`src/rtl/byte_serial_adder_if.sv`:
```
// rtl/byte_serial_adder_if.sv - beat input and result bundle for byte_serial_adder
interface byte_serial_adder_if #(
    parameter int BEATS = 4
);
    logic                 in_valid;
    logic                 in_first;
    logic [31:0]          Shift;
    logic [8*BEATS-1:0]   sum_a;
    logic [8*BEATS-1:0]   sum_b;
    logic                 cout_a;
    logic                 cout_b;
    logic                 out_valid;
    logic                 err;

    modport master (
        output in_valid, in_first, Shift,
        input  sum_a, sum_b, cout_a, cout_b, out_valid, err
    );

    modport slave (
        input  in_valid, in_first, Shift,
        output sum_a, sum_b, cout_a, cout_b, out_valid, err
    );
endinterface

```
`src/rtl/byte_serial_adder.sv`:
```
// rtl/byte_serial_adder.sv - byte-serial dual adder, lane0+lane1 and lane2+lane3 (or lane2-lane3 with BSA_SUB_EN)
module byte_serial_adder #(
    parameter int BEATS = 4
) (
    input logic               clk,
    input logic               reset,
    byte_serial_adder_if.slave bus
);
    localparam int W  = 8 * BEATS;
    localparam int CW = (BEATS > 1) ? $clog2(BEATS) : 1;
    localparam logic [CW-1:0] LAST = CW'(BEATS - 1);

`ifdef BSA_SUB_EN
    localparam logic B_CIN = 1'b1;
    logic [7:0] b_opnd;
    assign b_opnd = ~bus.Shift[31:24];
`else
    localparam logic B_CIN = 1'b0;
    logic [7:0] b_opnd;
    assign b_opnd = bus.Shift[31:24];
`endif

    typedef enum logic {IDLE, ACC} state_t;
    state_t state_q, state_d;

    logic [CW-1:0] cnt;
    logic          ca, cb;
    logic [W-9:0]  acc_a, acc_b;

    logic load_first, load_next, set_err, done;

    always_comb begin
        state_d    = state_q;
        load_first = 1'b0;
        load_next  = 1'b0;
        set_err    = 1'b0;
        done       = 1'b0;
        case (state_q)
            IDLE: begin
                if (bus.in_valid) begin
                    if (bus.in_first) begin
                        load_first = 1'b1;
                        state_d    = ACC;
                    end else begin
                        set_err = 1'b1;
                    end
                end
            end
            ACC: begin
                if (bus.in_valid) begin
                    if (bus.in_first) begin
                        load_first = 1'b1;
                        set_err    = 1'b1;
                    end else begin
                        load_next = 1'b1;
                        if (cnt == LAST) begin
                            done    = 1'b1;
                            state_d = IDLE;
                        end
                    end
                end
            end
            default: state_d = IDLE;
        endcase
    end

    // A fresh operand set starts with the pair's base carry-in, otherwise the ripple carry.
    logic       cin_a, cin_b;
    logic [8:0] byte_a, byte_b;
    logic [W-1:0] full_a, full_b;

    assign cin_a  = load_first ? 1'b0  : ca;
    assign cin_b  = load_first ? B_CIN : cb;
    assign byte_a = {1'b0, bus.Shift[7:0]} + {1'b0, bus.Shift[15:8]} + {8'd0, cin_a};
    assign byte_b = {1'b0, bus.Shift[23:16]} + {1'b0, b_opnd} + {8'd0, cin_b};

    // New byte enters at the top; after BEATS beats byte 0 has reached the bottom.
    assign full_a = {byte_a[7:0], acc_a};
    assign full_b = {byte_b[7:0], acc_b};

    always_ff @(posedge clk) begin
        if (!reset) begin
            state_q       <= IDLE;
            cnt           <= '0;
            ca            <= 1'b0;
            cb            <= 1'b0;
            acc_a         <= '0;
            acc_b         <= '0;
            bus.sum_a     <= '0;
            bus.sum_b     <= '0;
            bus.cout_a    <= 1'b0;
            bus.cout_b    <= 1'b0;
            bus.out_valid <= 1'b0;
            bus.err       <= 1'b0;
        end else begin
            state_q       <= state_d;
            bus.out_valid <= done;
            bus.err       <= bus.err | set_err;
            if (load_first || load_next) begin
                ca    <= byte_a[8];
                cb    <= byte_b[8];
                acc_a <= full_a[W-1:8];
                acc_b <= full_b[W-1:8];
            end
            if (load_first) begin
                cnt <= CW'(1);
            end else if (done) begin
                cnt <= '0;
            end else if (load_next) begin
                cnt <= cnt + CW'(1);
            end
            if (done) begin
                bus.sum_a  <= full_a;
                bus.sum_b  <= full_b;
                bus.cout_a <= byte_a[8];
                bus.cout_b <= byte_b[8];
            end
        end
    end
endmodule

```
`src/flat_wrapper.sv`:
```
// flat-port wrapper written by rule: the top's interface ports become plain ports
module byte_serial_adder_flat 
#(
    parameter int BEATS = 4
)
  (clk, reset, bus_in_valid, bus_in_first, bus_Shift, bus_sum_a, bus_sum_b, bus_cout_a, bus_cout_b, bus_out_valid, bus_err);
  byte_serial_adder_if #(.BEATS(BEATS)) bus_i ();
  input logic clk;
  input logic reset;
  input wire logic [$bits(bus_i.in_valid)-1:0] bus_in_valid;
  input wire logic [$bits(bus_i.in_first)-1:0] bus_in_first;
  input wire logic [$bits(bus_i.Shift)-1:0] bus_Shift;
  output wire logic [$bits(bus_i.sum_a)-1:0] bus_sum_a;
  output wire logic [$bits(bus_i.sum_b)-1:0] bus_sum_b;
  output wire logic [$bits(bus_i.cout_a)-1:0] bus_cout_a;
  output wire logic [$bits(bus_i.cout_b)-1:0] bus_cout_b;
  output wire logic [$bits(bus_i.out_valid)-1:0] bus_out_valid;
  output wire logic [$bits(bus_i.err)-1:0] bus_err;
  assign bus_i.in_valid = bus_in_valid;
  assign bus_i.in_first = bus_in_first;
  assign bus_i.Shift = bus_Shift;
  assign bus_sum_a = bus_i.sum_a;
  assign bus_sum_b = bus_i.sum_b;
  assign bus_cout_a = bus_i.cout_a;
  assign bus_cout_b = bus_i.cout_b;
  assign bus_out_valid = bus_i.out_valid;
  assign bus_err = bus_i.err;
  byte_serial_adder #(.BEATS(BEATS)) u_core (.clk(clk), .reset(reset), .bus(bus_i));
endmodule
```
`config.mk`:
```
export PLATFORM = sky130hd
export DESIGN_NAME = byte_serial_adder_flat
export DESIGN_NICKNAME = d
export VERILOG_FILES = /design/src/rtl/byte_serial_adder_if.sv /design/src/rtl/byte_serial_adder.sv /design/src/flat_wrapper.sv
export SDC_FILE = /design/constraint.sdc
export NUM_CORES = 1
export LEC_CHECK = 0
export ABC_AREA = 1
export CORE_MARGIN = 5
export CORE_UTILIZATION = 50
export DETAILED_ROUTE_END_ITERATION = 8
export HOLD_SLACK_MARGIN = 0.15
export PLACE_DENSITY_LB_ADDON = 0.2
export SYNTH_ARGS = -nofsm -noshare
export SYNTH_HDL_FRONTEND = slang
export SYNTH_SLANG_ARGS = --single-unit
```
`constraint.sdc`:
```
create_clock -name clk -period 5.4 [get_ports clk]
set_input_delay 0.54 -clock clk [delete_from_list [all_inputs] [get_ports clk]]
set_output_delay 0.54 -clock clk [all_outputs]
set_load 0.005 [all_outputs]
```
==> impl_metrics.json <==
{
  "layout_commonest_cell": "nand2_1",
  "yosysSeqAreaShare_pct": 48.6,
  "layout_common_cells": "167 x nand2_1, 121 x dfxtp_1, 103 x clkdlybuf4s50_1, 88 x inv_1, 60 x o21ai_0",
  "fin_crit_sh_pct": 53.7,
  "coreArea_um2": 9730,
  "vias_per_cell": 4.87,
  "nets": 778,
  "grt-ovfl-total": 0,
  "min_path_type": "reg2reg",
  "cts_tree": "done",
  "die_y_um": 110,
  "grt_first_pass_wirelength_um": 18200,
  "synth.distinct_cells": 27,
  "place_congestion": 0.825,
  "status": "finished, final reports clean",
  "dp_cells": 837,
  "max_freq_ghz": 0.345,
  "wire_per_inst_um": 12.6,
  "crit_arrival_ns": 3.31,
  "num_rows": 36,
  "synth_mux_area_share_pct": 0,
  "worstSkewPairLatency_ns": 0.51,
  "min_path_cells": 2,
  "hold_violations": 0,
  "vdd_drop_max_mv": 0.220,
  "diodes": 0,
  "synthSimpleGateAreaFrac_pct": 16.2,
  "layout.cells.non_filler": 869,
  "finalClockSkew_ns": 0.00563,
  "numCtsBuffers": 17,
  "period_minus_slack_ns": 2.90,
  "syn-cell-area_um2": 4990,
  "start_util_pct": 51.3,
  "clockBufferDepth": 2,
  "ys_top_cells_by_area": "dfxtp_1 49%, nand2_1 13%, inv_1 6.6%",
  "synthAdderAreaFrac_pct": 5.37,
  "drive_above_1_share_pct": 9.92,
  "syn_area_per_cell_um2": 7.94,
  "p_leak_nw": 2.87,
  "cts_resized": 0,
  "synth_xor_area_share_pct": 0.878,
  "wl_um": 10900,
  "clkTransAtPathRegs_ns": 0.06,
  "drt_iter0_markers": 252,
  "synth_top_area_share_pct": 48.6,
  "dpl.hpwl_um": 7670,
  "finish.utilization_pct": 68.4,
  "num_vias": 4229,
  "io_buffers": 103,
  "die_area_um2": 12100,
  "maxSlewHeadroom_pct": 26.8,
  "area_delta_synth_final_pct": 33.3,
  "firstDrtPassIters": 5,
  "drc": 0,
  "synth-compound-area-share_pct": 18.6,
  "cts_setup_buffers": 0,
  "rrSetupSlack_ns": 2.92,
  "r2r.worst_path.cells": 6,
  "cp_max_fo": 47,
  "numClockSinks": 121,
  "cts_root_buffer": "clkbuf_8",
  "grt_usage_pct": 19.0,
  "synthCells": 628,
  "synth_top_area_cell": "dfxtp_1",
  "rsz0062_at_grt": "false",
  "end_kind": "flip-flop",
  "die_x_um": 110,
  "yosys_warnings": 0,
  "worstMarginPinSlew_ns": 1.10,
  "final-setup-viol-count": 0,
  "grt_pass1_vias": 3965,
  "cts_hold_buf": 0,
  "synth_top_family_by_area": "compound AO/OA/AOI/OAI gates",
  "criticalPathCategory": "in2reg",
  "synth_nets": 683,
  "powerDensity_nw_per_um2": 348,
  "htree_levels": 4,
  "drtAntennaViolNets": 0,
  "startpoint_type": "primary input",
  "slew_viol_final": 0,
  "worstPathRequired_ns": 5.81,
  "maxCapViolations": 0,
  "grt_max_degree": 67,
  "io_pins": 104,
  "fin_tns_setup_ns": 0,
  "ys_seq_elements": 121,
  "antenna_found_initial": 0
}
==> layer usage <==
metal	GRT usage, %	part of all wire, %
met3	5.34	6.5
met1	24.8	46
met4	6.32	1.0
met5	0	0
met2	30.3	46
==> flip-flops by register name, summed over array words and instances (netlist names) <==
register / count
u_core.acc_a: 24
u_core.acc_b: 24
u_core.bus.cout_a: 1
u_core.bus.cout_b: 1
u_core.bus.err: 1
u_core.bus.out_valid: 1
u_core.bus.sum_a: 32
u_core.bus.sum_b: 32
u_core.ca: 1
u_core.cb: 1
u_core.cnt: 2
u_core.state_q: 1
==> path summary, 6_finish.rpt <==
kind | from | endpoint
setup / recovery | reset | u_core.bus.sum_a[20]
hold / removal | u_core.bus.sum_b[7] | u_core.bus.sum_b[7]
setup reg to reg | u_core.state_q | u_core.bus.sum_a[20]
hold reg to reg | u_core.bus.sum_b[7] | u_core.bus.sum_b[7]
==> cells by family after synthesis <==
| family | count (synthesis) |
|---|---|
| simple gates | 204 |
| compound gates | 157 |
| buf+inv | 122 |
| flops | 121 |
| fa+ha+maj | 19 |
| xor+xnor | 5 |
==> report_power, final <==
part / switching, mW / total [mW] / leakage, nW / internal [mW]
Clock: 0.406 / 1.16 / 0.288 / 0.751
Combinational: 0.133 / 0.216 / 1.60 / 0.0832
Sequential: 0.0139 / 0.940 / 0.985 / 0.926
Total: 0.553 / 2.31 / 2.87 / 1.76
==> critical path: stages <==
cell,delay (ns)
clkdlybuf4s50_1,0.45
buf_4,0.33
inv_2,0.20
nor2_2,0.75
inv_2,0.65
o21ai_0,0.36
==> cell usage after synthesis (all sizes together) <==
library cell and n:
a211oi 1, a21oi 57, a22o 3, a31oi 1, buf 21, clkbuf 8, dfxtp 121, fa 4
ha 15, inv 93, nand2 170, nand3 17, nand3b 2, nand4 1, nor2 14, o21a 3
o21ai 90, o21bai 2, xnor2 1, xor2 4
==> metrics by stage <==
step | cell area [µm²] | worst slack [ns] | hold slack (ns) | power [mW]
2_1_floorplan | 4990 | 3.29 | 0.421 | 1.11
3_3_place_gp | 6030 | 2.12 | 0.428 | 1.17
3_5_place_dp | 6030 | 1.92 | 0.432 | 1.17
4_1_cts | 6650 | 2.49 | 0.446 | 2.32
5_1_grt | 6650 | 2.24 | 0.461 | 2.40
6_report | 6650 | 2.50 | 0.444 | 2.31
==> final cells by class <==
class,count,area [µm²]
Fill cell,851,3080
Sequential cell,121,2420
Multi-Input combinational cell,385,2050
Timing Repair Buffer,105,1050
Clock buffer,18,418
Inverter,93,349
Clock inverter,14,199
Tap cell,133,166
(Power assumes the default switching activity.)
==> edit 1: new RTL, same flow settings <==
`BEATS` is set to 4 in 3 places; all go to 8.
--- a/src/rtl/byte_serial_adder_if.sv
+++ b/src/rtl/byte_serial_adder_if.sv
@@ -1,6 +1,6 @@
 // rtl/byte_serial_adder_if.sv - beat input and result bundle for byte_serial_adder
 interface byte_serial_adder_if #(
-    parameter int BEATS = 4
+    parameter int BEATS = 8
 );
     logic                 in_valid;
     logic                 in_first;
--- a/src/rtl/byte_serial_adder.sv
+++ b/src/rtl/byte_serial_adder.sv
@@ -1,6 +1,6 @@
 // rtl/byte_serial_adder.sv - byte-serial dual adder, lane0+lane1 and lane2+lane3 (or lane2-lane3 with BSA_SUB_EN)
 module byte_serial_adder #(
-    parameter int BEATS = 4
+    parameter int BEATS = 8
 ) (
     input logic               clk,
     input logic               reset,
--- a/src/flat_wrapper.sv
+++ b/src/flat_wrapper.sv
@@ -1,7 +1,7 @@
 // flat-port wrapper written by rule: the top's interface ports become plain ports
 module byte_serial_adder_flat 
 #(
-    parameter int BEATS = 4
+    parameter int BEATS = 8
 )
   (clk, reset, bus_in_valid, bus_in_first, bus_Shift, bus_sum_a, bus_sum_b, bus_cout_a, bus_cout_b, bus_out_valid, bus_err);
   byte_serial_adder_if #(.BEATS(BEATS)) bus_i ();
Ports: changed (resized bus_sum_a and bus_sum_b); port bits go from 104 to 168. No check against the original RTL was run, so the function may have changed too.
==> edit 1 against the unedited design <==
Synthesized area increased by 88%. Setup slack got worse by 72 ps. Sequential share of layout area increased by 5.7 points. Sequential cell count increased by 129. Design area increased by 79%. Sequential power increased by 110%. Power increased by 78%. Wire length increased by 100%. Largest power group is now registers.
==> edit 1: results <==
[yosys]
syn_nets = 1194
synth_common_cells = "250 x dfxtp_1, 162 x inv_1, 147 x nand3_1"
yosysSeqAreaShare_pct = 53.3
synth_area_leaders = "dfxtp_1 53%, nand3_1 7.8%, inv_1 6.5%"
synth_cell_types = 26

[grt]
grtUsageMet1_pct = 26.4
grt_use_total_pct = 19.3
antenna_found_initial = 2
gr-usage-met3_pct = 3.49
grt_pass1_vias = 7313

[place]
place.gp.congestion = 0.805
place_ws_ps = 1930

[routing]
route.vias.total = 7816
drt_iter0_markers = 509

[sta]
fin_worst_skew_ps = 8.27

[critical_path]
crit_path_top_delay_cell = "buf_4"
critPathMaxStageDelay_ps = 630
r2r_start = "u_core.cnt[0]"
crit_fanout = 66
worst_ep_arrival_time_ps = 3340

[worst_hold_path]
hold_end = "u_core.bus.sum_a[2]"
min-delay-start = "u_core.acc_a[2]"

[pwr]
leakage_uw = 0.00464

[clocking]
cts_buffer_depth = 3
h-tree-depth = 1

[layout]
top_regs = "u_core.bus.sum_a (64), u_core.bus.sum_b (64)"

[run_status]
status = "finished, final reports clean"
-- edit 1: cell types whose count changed in the layout (fill, tap and decap cells not counted), sizes merged, moves of 2 or more --
| cell | change |
|---|---|
| o21ai | +139 |
| clkdlybuf4s50 | +63 |
| nor2 | +2 |
| clkinvlp | -4 |
| a22o | -3 |
| clkbuf | +18 |
| nand3 | +131 |
| inv | +71 |
| dfxtp | +129 |
| nand2 | -73 |
| buf | +5 |
| a21oi | +62 |
-- edit 1: worst max-delay path by stage --
| stage | endpoint | slack (ps) | depth (start not counted) |
|---|---|---|---|
| final | u_core.bus.sum_b[22] | 2430 | 9 |
| after global routing | u_core.bus.sum_b[21] | 2230 | 9 |
| after CTS | u_core.bus.sum_b[23] | 2470 | 9 |
| after detailed placement | u_core.bus.sum_b[23] | 1930 | 9 |
| after global placement | u_core.bus.sum_b[22] | 1960 | 9 |
| after floorplan | u_core.acc_a[52] | 3250 | 10 |
-- edit 1: per-layer routing --
metal  part of all wire [%]  vias to the layer above  wire length (um)
met3                    5.7                       41              1250
met4                    2.4                        2               537
met5                  0.032                        -                 7
li1                       -                     3999                 -
met2                     45                      199              9920
met1                     47                     3575             10200
-- edit 1: tightest hold or removal path: cells and delay by family, from the launching register on --
family	cells	cell delay, ps
flip-flops	1	300
AO/OA/AOI/OAI	1	50
buffers and inverters	1	40
-- edit 1: final cells by class --
cell class / count / area, um^2
clock buffers: 36 / 717
well taps: 234 / 293
flip-flops and latches: 250 / 5000
inverters: 164 / 618
fillers: 1638 / 6710
repair buffers: 173 / 1720
clock inverters: 10 / 179
multi-input cells: 645 / 3340
diodes: 1 / 2.50
-- edit 1: through the flow --
stage          instance area (um^2)  utilization (%)  cells
2_1_floorplan                  9380                -   1138
3_3_place_gp                  11000             59.1   1466
3_5_place_dp                  11000             59.1   1466
4_1_cts                       11900             63.9   1512
5_1_grt                       11900             63.9   1513
6_report                      11900             63.9   1513
-- edit 1: cell families after synthesis --
family / share of synthesized area [%]
simple gates: 12.7
fa+ha+maj: 2.99
xor+xnor: 0.467
compound gates: 19.3
flops: 53.3
buf+inv: 11.1
-- edit 1: report_power, final --
group	switching, uW	total (uW)	internal (uW)
Sequential	29.5	1940	1910
Combinational	199	305	106
Clock	699	1860	1160
Total	927	4110	3180
==> edit 2: new RTL, config.mk and constraints unchanged <==
Without the edit above. Reset style: asynchronous (`reset`), changed in one clocked block.
--- a/src/rtl/byte_serial_adder.sv
+++ b/src/rtl/byte_serial_adder.sv
@@ -78,7 +78,7 @@
     assign full_a = {byte_a[7:0], acc_a};
     assign full_b = {byte_b[7:0], acc_b};
 
-    always_ff @(posedge clk) begin
+    always_ff @(posedge clk or negedge reset) begin
         if (!reset) begin
             state_q       <= IDLE;
             cnt           <= '0;
Check against the original RTL: differs if reset is asserted again (counterexample within 4 cycles, from zero or initial values and one cycle with reset low); with reset held inactive, the same outputs for 10 cycles.
==> edit 2 against the unedited design <==
Setup slack improved by 560 ps. Synthesized area increased by 8.8%. Via count decreased by 3.8%. Fmax increased by 24%. Sequential cell count unchanged. Design area increased by 4.7%. Hold slack improved by 24 ps. Wire length increased by 4.2%. Highest routed layer unchanged.
Power is not compared: it rests on default switching activity, and its combinational part moved more than twofold at a synthesized area within 25%.
==> edit 2: results <==
[critical_path]
crit_fanout = 6
r2r_slack_ps = 3210
worst_ep_arrival_time_ps = 2780

[routing]
drt_iter0_markers = 307
dr_wl_met2_mm = 5.23
highest_layer = "met4"
drt_pre_antenna_iters = 5
vias_per_cell = 4.79
met1Wirelength_mm = 5.46
wl_met3_um = 602
drt_wl_total_mm = 11.4

[grt]
grt_first_pass_wirelength_mm = 19.4
grt_pass1_vias = 4134
grt_max_degree = 91
antenna_found_initial = 0
grt_use_total_pct = 18.8

[sta]
tightest_slew_ps = 984
finalCritPeriodShare_pct = 43.3
setup_viol_count_final = 0
fin_worst_skew_ps = 7.49
hold_slack_ps = 468

[place]
place_ws_ps = 2540
port_buffers = 103
placed_area_um2 = 6450
place.gp.congestion = 0.774
dp_cells = 820
hpwl_mm = 7.74

[layout]
fillers = 938
final_nets = 755
top_regs = "u_core.bus.sum_a (32), u_core.bus.sum_b (32)"
antenna_cells = 0
finalNonFillerCells = 849
drive_gt1_share_pct = 8.60

[pwr]
intPower_uw = 2430
peakVddDrop_mv = 0.204

[yosys]
syn_nets = 654
ys_warn_count = 0
synth_cell_types = 30
ys.flop_type = "dfrtp_1"
synthArstFlopShare_pct = 100
synth_area_leaders = "dfrtp_1 56%, nand2_1 18%, o21ai_2 3.9%"
synth_common_cells = "263 x nand2_1, 121 x dfrtp_1, 51 x inv_1"
yosysSeqAreaShare_pct = 55.8
syn_inst = 599

[clocking]
cts_root_buf = "clkbuf_8"
cts_made_buffers = 17
h-tree-depth = 4
cts_buffer_depth = 2
clkTransAtPathRegs_ps = 50
clock_latency_ps = 500

[run_status]
status = "finished, final reports clean"

[job]
maxCapViolCount = 0
==> edit 2: worst paths after layout <==
path | cells after the start | to | from
max in group asynchronous | 3 | u_core.bus.sum_b[7] | reset
setup / recovery | 9 | u_core.acc_b[20] | bus_in_first
setup reg to reg | 6 | u_core.bus.sum_b[9] | u_core.cnt[0]
hold reg to reg | 2 | u_core.bus.sum_b[3] | u_core.bus.sum_b[3]
hold / removal | 2 | u_core.bus.sum_b[3] | u_core.bus.sum_b[3]
min in group asynchronous | 2 | u_core.bus.sum_a[28] | reset
==> edit 2: area by class of cell <==
type,instances,share of cell area (%)
clock buffers,24,6.90
clock inverters,4,0.288
inverters,54,2.95
multi-input cells,401,28.8
flip-flops and latches,121,43.5
well taps,140,2.52
repair buffers,105,15.0
==> edit 2: kinds of logic (layout without fill, tap and decap cells) <==
logic type               count (synthesis)  in the layout  synth area share [%]
XOR/XNOR                                 5              5                 0.807
adder cells (fa/ha/maj)                 19             19                  4.93
AND/OR/NAND/NOR                        305            305                  22.8
buffers and inverters                   77            187                  7.22
flip-flops                             121            121                  55.8
AO/OA/AOI/OAI                           72             72                  8.51
==> edit 2: repair_timing <==
item / 4_1_cts / 5_1_grt
endpoints found under the setup margin: 0 / 0
hold endpoints to repair: 50 / 0
hold buffers: 1 / 0
setup buffers: 0 / 0
resized for setup: 0 / 0
==> edit 2: power groups by stage <==
stage / Combinational (uW) / Sequential, uW / Clock [uW]
2_1_floorplan: 494 / 1440 / 0
3_3_place_gp: 1050 / 1450 / 0
3_5_place_dp: 1080 / 1460 / 0
4_1_cts: 1090 / 1450 / 968
5_1_grt: 1190 / 1490 / 1020
6_report: 1070 / 1450 / 950
==> edit 2: metal layers <==
layer,GRT usage [%],vias to the layer above
met1,25.1,1886
met4,6.02,0
li1,-,2084
met5,0,-
met2,30.2,91
met3,4.76,7
==> edit 2: critical path, stage by stage <==
cell	delay, ps
clkdlybuf4s50_1	470
nand2_1	250
nand2_1	100
fa_1	410
fa_1	430
o21ai_0	220
xor2_1	200
nand2_1	70
nand2_1	70
==> edit 2: stage by stage <==
step	util [%]	power [uW]
4_1_cts	64.8	3510
3_5_place_dp	60.0	2540
2_1_floorplan	-	1930
5_1_grt	64.8	3700
3_3_place_gp	60.0	2500
6_report	64.8	3460
